## src/rtl/instr_mem_loader_if.sv

```systemverilog
// Load/fetch bus between the program loader / exe_engine (master) and the
// instruction store (slave).
interface instr_mem_loader_if #(
  parameter int OP_W   = 26,
  parameter int ADDR_W = 4
);
  logic              load_start;
  logic              load_valid;
  logic [OP_W-1:0]   load_data;
  logic              load_ready;
  logic              load_end;
  logic [ADDR_W:0]   prog_len;
  logic              busy;
  logic              fetch_req;
  logic [ADDR_W-1:0] fetch_addr;
  logic              fetch_valid;
  logic [OP_W-1:0]   opcode;
  logic              fetch_err;

  modport master (
    output load_start, load_valid, load_data, load_end, fetch_req, fetch_addr,
    input  load_ready, prog_len, busy, fetch_valid, opcode, fetch_err
  );

  modport slave (
    input  load_start, load_valid, load_data, load_end, fetch_req, fetch_addr,
    output load_ready, prog_len, busy, fetch_valid, opcode, fetch_err
  );
endinterface

```

## src/rtl/instr_mem_loader.sv

```systemverilog
// Opcode store: sequential program load with auto-incrementing pointer and a
// one-cycle registered fetch port that flags out-of-program accesses.
module instr_mem_loader #(
  parameter int  OP_W   = 26,
  parameter int  DEPTH  = 16,
  localparam int ADDR_W = $clog2(DEPTH)
) (
  input  logic               clk,
  input  logic               reset_n,
  instr_mem_loader_if.slave  bus
);
  typedef enum logic [1:0] {
    ST_EMPTY = 2'd0,
    ST_LOAD  = 2'd1,
    ST_READY = 2'd2
  } state_e;

  localparam logic [ADDR_W:0] DEPTH_W = (ADDR_W+1)'(DEPTH);
  localparam logic [ADDR_W:0] LAST_W  = (ADDR_W+1)'(DEPTH - 1);

  logic [OP_W-1:0] mem_q [0:DEPTH-1];

  state_e          state_q, state_d;
  logic [ADDR_W:0] wptr_q, wptr_d;
  logic [ADDR_W:0] prog_len_q, prog_len_d;
  logic            load_ready_q, load_ready_d;
  logic            busy_q, busy_d;
  logic            fetch_valid_q, fetch_valid_d;
  logic            fetch_err_q, fetch_err_d;
  logic [OP_W-1:0] opcode_q, opcode_d;
  logic            accept_s;
  logic            fetch_ok_s;

  // Load FSM next state, write pointer and program length.
  always_comb begin
    state_d    = state_q;
    wptr_d     = wptr_q;
    prog_len_d = prog_len_q;
    accept_s   = 1'b0;
    case (state_q)
      ST_LOAD: begin
        if (bus.load_start) begin
          wptr_d     = '0;
          prog_len_d = '0;
        end else begin
          accept_s = bus.load_valid & load_ready_q;
          if (accept_s) begin
            wptr_d = wptr_q + (ADDR_W+1)'(1);
          end else begin
            wptr_d = wptr_q;
          end
          // wptr_d already counts a word accepted alongside load_end.
          if (bus.load_end || (accept_s && (wptr_q == LAST_W))) begin
            state_d    = ST_READY;
            prog_len_d = wptr_d;
          end else begin
            state_d = ST_LOAD;
          end
        end
      end
      ST_EMPTY, ST_READY: begin
        if (bus.load_start) begin
          state_d    = ST_LOAD;
          wptr_d     = '0;
          prog_len_d = '0;
        end else begin
          state_d = state_q;
        end
      end
      default: begin
        state_d    = ST_EMPTY;
        wptr_d     = '0;
        prog_len_d = '0;
      end
    endcase
    load_ready_d = (state_d == ST_LOAD) && (wptr_d < DEPTH_W);
    busy_d       = (state_d == ST_LOAD);
  end

  // Fetch qualification; addresses >= prog_len (hence >= DEPTH) are rejected.
  always_comb begin
    fetch_ok_s = bus.fetch_req && (state_q == ST_READY) && !bus.load_start &&
                 ({1'b0, bus.fetch_addr} < prog_len_q);
    fetch_valid_d = fetch_ok_s;
    fetch_err_d   = bus.fetch_req && !fetch_ok_s;
    if (fetch_ok_s) begin
      opcode_d = mem_q[bus.fetch_addr];
    end else begin
      opcode_d = opcode_q;
    end
  end

  // Control and output registers.
  always_ff @(posedge clk or negedge reset_n) begin
    if (!reset_n) begin
      state_q       <= ST_EMPTY;
      wptr_q        <= '0;
      prog_len_q    <= '0;
      load_ready_q  <= 1'b0;
      busy_q        <= 1'b0;
      fetch_valid_q <= 1'b0;
      fetch_err_q   <= 1'b0;
      opcode_q      <= '0;
    end else begin
      state_q       <= state_d;
      wptr_q        <= wptr_d;
      prog_len_q    <= prog_len_d;
      load_ready_q  <= load_ready_d;
      busy_q        <= busy_d;
      fetch_valid_q <= fetch_valid_d;
      fetch_err_q   <= fetch_err_d;
      opcode_q      <= opcode_d;
    end
  end

  // Opcode array write port; contents intentionally survive reset.
  always_ff @(posedge clk) begin
    if (accept_s) begin
      mem_q[wptr_q[ADDR_W-1:0]] <= bus.load_data;
    end
  end

  assign bus.load_ready  = load_ready_q;
  assign bus.prog_len    = prog_len_q;
  assign bus.busy        = busy_q;
  assign bus.fetch_valid = fetch_valid_q;
  assign bus.fetch_err   = fetch_err_q;
  assign bus.opcode      = opcode_q;
endmodule

```

## src/flat_wrapper.sv

```systemverilog
// flat-port wrapper written by rule: the top's interface ports become plain ports
module instr_mem_loader_flat 
#(
  parameter int  OP_W   = 26,
  parameter int  DEPTH  = 16,
  localparam int ADDR_W = $clog2(DEPTH)
)
  (clk, reset_n, bus_load_start, bus_load_valid, bus_load_data, bus_load_end, bus_fetch_req, bus_fetch_addr, bus_load_ready, bus_prog_len, bus_busy, bus_fetch_valid, bus_opcode, bus_fetch_err);
  instr_mem_loader_if #(.OP_W(OP_W), .ADDR_W((4))) bus_i ();
  input  logic clk;
  input  logic reset_n;
  input wire logic [$bits(bus_i.load_start)-1:0] bus_load_start;
  input wire logic [$bits(bus_i.load_valid)-1:0] bus_load_valid;
  input wire logic [$bits(bus_i.load_data)-1:0] bus_load_data;
  input wire logic [$bits(bus_i.load_end)-1:0] bus_load_end;
  input wire logic [$bits(bus_i.fetch_req)-1:0] bus_fetch_req;
  input wire logic [$bits(bus_i.fetch_addr)-1:0] bus_fetch_addr;
  output wire logic [$bits(bus_i.load_ready)-1:0] bus_load_ready;
  output wire logic [$bits(bus_i.prog_len)-1:0] bus_prog_len;
  output wire logic [$bits(bus_i.busy)-1:0] bus_busy;
  output wire logic [$bits(bus_i.fetch_valid)-1:0] bus_fetch_valid;
  output wire logic [$bits(bus_i.opcode)-1:0] bus_opcode;
  output wire logic [$bits(bus_i.fetch_err)-1:0] bus_fetch_err;
  assign bus_i.load_start = bus_load_start;
  assign bus_i.load_valid = bus_load_valid;
  assign bus_i.load_data = bus_load_data;
  assign bus_i.load_end = bus_load_end;
  assign bus_i.fetch_req = bus_fetch_req;
  assign bus_i.fetch_addr = bus_fetch_addr;
  assign bus_load_ready = bus_i.load_ready;
  assign bus_prog_len = bus_i.prog_len;
  assign bus_busy = bus_i.busy;
  assign bus_fetch_valid = bus_i.fetch_valid;
  assign bus_opcode = bus_i.opcode;
  assign bus_fetch_err = bus_i.fetch_err;
  instr_mem_loader #(.OP_W(OP_W), .DEPTH(DEPTH)) u_core (.clk(clk), .reset_n(reset_n), .bus(bus_i));
endmodule
```

## config.mk

```make
export PLATFORM = sky130hd
export DESIGN_NAME = instr_mem_loader_flat
export DESIGN_NICKNAME = d
export VERILOG_FILES = /design/src/rtl/instr_mem_loader_if.sv /design/src/rtl/instr_mem_loader.sv /design/src/flat_wrapper.sv
export SDC_FILE = /design/constraint.sdc
export NUM_CORES = 1
export LEC_CHECK = 0
export CORE_ASPECT_RATIO = 0.75
export CORE_MARGIN = 1
export CORE_UTILIZATION = 55
export DETAILED_ROUTE_END_ITERATION = 8
export PLACE_DENSITY = 0.82
export SLEW_MARGIN = 40
export SYNTH_ARGS = -nofsm -noshare
export SYNTH_HDL_FRONTEND = slang
export SYNTH_SLANG_ARGS = --single-unit
```

## constraint.sdc

```tcl
create_clock -name clk -period 3.8 [get_ports clk]
set_input_delay 0.38 -clock clk [delete_from_list [all_inputs] [get_ports clk]]
set_output_delay 0.38 -clock clk [all_outputs]
set_load 0.005 [all_outputs]
```

==> metrics.csv <==
metric,value,unit
crit path DAT,2.83,ns
Num CTS Buffers,41,
1st-pass router iterations,5,
clock transition at the registers of the reported paths,0.06,ns
"buffers from clock root to sink, at most",3,
Total Die Area,33000,um2
vias per cell,6.19,
GRT Util Overall,22.7,%
Routed Antenna Nets,0,
count of mapped cells out of synthesis,802,
share of Yosys cell area claimed by the top area cell type,70.3,%
effective utilization at floorplan,56.3,%
startpoint types,flip-flop,
setup fix buffers added after clock tree synthesis,0,
most common cell in the netlist,edfxtp_1,
Diodes inserted,0,
setup clock skew after layout,0.0114,ns
Starting DRT DRC Count,802,
Clock Sink Count,458,
number of synthesis warnings,0,
antenna violations before repair,0,
"Cell Area, Synth",17800,um2
Worst Tran Pin Value,0.734,ns
H-tree lvl count,2,
insertion delay to the later sink of the worst-skew pair,0.53,ns
Achievable Freq,384,MHz
synthesized area per cell,22.1,um2
# DRC,0,
horizontal die dimension,210,um
cell row count,56,
number of global-route vias before repair,8973,
Synthesized Nets,846,
routed length per instance,26.7,um
fin cells,1340,
vias after detailed routing,8291,
vertical die dimension,158,um
share of post-route cells with drive strength above 1,26.1,%
global-route wire length before repair,54500,um
Boundary Pins,71,
Synth area leaders,"edfxtp_1 (70%), mux4_2 (13%), dfrtp_1 (5.9%), mux2i_1 (4.5%), mux2_2 (1.8%)",
"FFs w/ async S/R, synth",9.17,%
Post-Route WL,35800,um
clock tree from TritonCTS,yes,
RSZ-0062 raised after global routing,no,
Critical Path Sink Type,flip-flop,
area of the core,31500,um2
required arrival time at the worst endpoint,4.03,ns
slew margin rel.,51.0,%
type of the tightest min-delay check,input pin to flip-flop,
post-synthesis sequential area ratio,76.2,%
Final min period,2.60,ns
# Max-Cap Violations,0,
port buffer count,70,
nets@finish,950,
distinct cell type count after synthesis,31,
Clock Tree Root,clkbuf_16,
number of hold violations in the final report,0,
leakage power,6.85,nW
largest net degree at the start of global routing,53,
setup TNS,0,ns
number of slew-limit violations in the final report,0,
Cells after DPL,1268,
kind of critical path,flip-flop to flip-flop,
result of the run,"complete, no violations",
Synth Flop Type,edfxtp_1,
worst IR drop on VDD,0.394,mV
cell area power density,504,nW/um2
top cells by instance count after synthesis,"edfxtp_1 (416), mux4_2 (104), mux2i_1 (80)",
Final HPWL DP,19600,um
dominant cell type by area after synthesis,edfxtp_1,
#FFs+latches synth,458,
Worst Path Max Fanout,14,
Post-synth EDFFs,416,
global placer's final weighted congestion,0.787,
layout-stage area growth over the synthesis result,15.1,%
Final Setup Violations,0,
Final period util,68.5,%
Overflow after GRT,0,
## metal layers
metal	up-vias	part of all wire, %	track usage (%)
met3	53	6.5	3.91
li1	3502	-	-
met2	322	50	38.4
met4	0	1.7	5.56
met1	4414	42	31.4
met5	-	0	0
## worst max-delay path, stage by stage, from the launching register on
cell and delay, ns:
dfrtp_1 0.47, or3b_2 0.58, or3_1 0.52, nor2_4 0.49, buf_12 0.23
## final cells by class
| cell class | instances | area [um2] |
|---|---|---|
| multi-input cells | 296 | 4080 |
| well taps | 406 | 508 |
| clock buffers | 52 | 1090 |
| repair buffers | 100 | 965 |
| fillers | 2008 | 11100 |
| flip-flops and latches | 458 | 13500 |
| inverters | 9 | 33.8 |
| clock inverters | 19 | 219 |
## logic make-up (layout without fill, tap and decap cells)
family | Yosys count | count (layout) | share of synthesized area [%]
AOI/OAI and AO/OA | 24 | 24 | 0.838
and+or+nand+nor | 49 | 49 | 1.27
adders and majority gates | 8 | 8 | 0.564
xor gates and xnor gates | 2 | 2 | 0.0986
muxes | 213 | 213 | 19.5
buffers and inverters | 48 | 180 | 1.46
DFF | 458 | 458 | 76.2
## per-stage QoR
step	hold WS [ns]	instance area [um2]	utilization [%]	worst slack [ns]	total power, W
2_1_floorplan	0.0844	17800	-	0.870	0.00603
3_3_place_gp	0.490	19100	60.6	0.839	0.00631
3_5_place_dp	0.494	19100	60.6	0.770	0.00633
4_1_cts	0.473	20400	64.8	1.18	0.0104
5_1_grt	0.479	20400	64.8	1.10	0.0106
6_report	0.489	20400	64.8	1.20	0.0103
## what timing repair did
| item | in CTS | in global routing |
|---|---|---|
| gates resized for setup | 0 | 0 |
| hold endpoints to repair | 40 | 0 |
| hold buffers | 1 | 0 |
## state kept, by name (all words and copies together) (netlist names)
register                cells
u_core.bus.fetch_err        1
u_core.bus.fetch_valid      1
u_core.wptr_q               5
u_core.bus.opcode          26
u_core.mem_q              416
u_core.bus.busy             1
u_core.bus.prog_len         5
u_core.bus.load_ready       1
u_core.state_q              2
## cells in the final DEF, fill, tap and decap left out, drive strengths merged
cell type and count:
buf 34, nand2 10, clkbuf 52, edfxtp 416
clkinv 13, dlygate4sd3 1, a21oi 13, a21o 2
nor2 22, and2 1, nand2b 2, bufinv 5
mux2i 80, or3b 1, xnor2 2, a31oi 2
nand3b 1, o2111ai 1, or3 4, clkinvlp 1
and3 1, o211ai 1, inv 9, mux4 104
nor2b 3, dfrtp 42, ha 8, nand3 4
mux2 29, clkdlybuf4s50 65, o21ai 5
## final timing paths
check,start,endpoint,slack (ns),depth (start not counted)
max in group asynchronous,reset_n,u_core.bus.opcode[23]$_DFFE_PN0P_,2.85,3
max,u_core.state_q[1]$_DFF_PN0_,u_core.mem_q[0][4]$_DFFE_PP_,1.20,4
min in group asynchronous,reset_n,u_core.wptr_q[2]$_DFFE_PN0P_,0.52,3
min reg2reg,u_core.bus.opcode[25]$_DFFE_PN0P_,u_core.bus.opcode[25]$_DFFE_PN0P_,0.51,1
max reg2reg,u_core.state_q[1]$_DFF_PN0_,u_core.mem_q[0][4]$_DFFE_PP_,1.20,4
min,bus_fetch_req,u_core.bus.fetch_err$_DFF_PN0_,0.49,2
## where the power goes
group | switching (W) | internal (W)
logic | 0.000301 | 0.000320
clock network | 0.00171 | 0.00236
registers | 0.0000396 | 0.00556
Power figures use the tool's default switching activity.
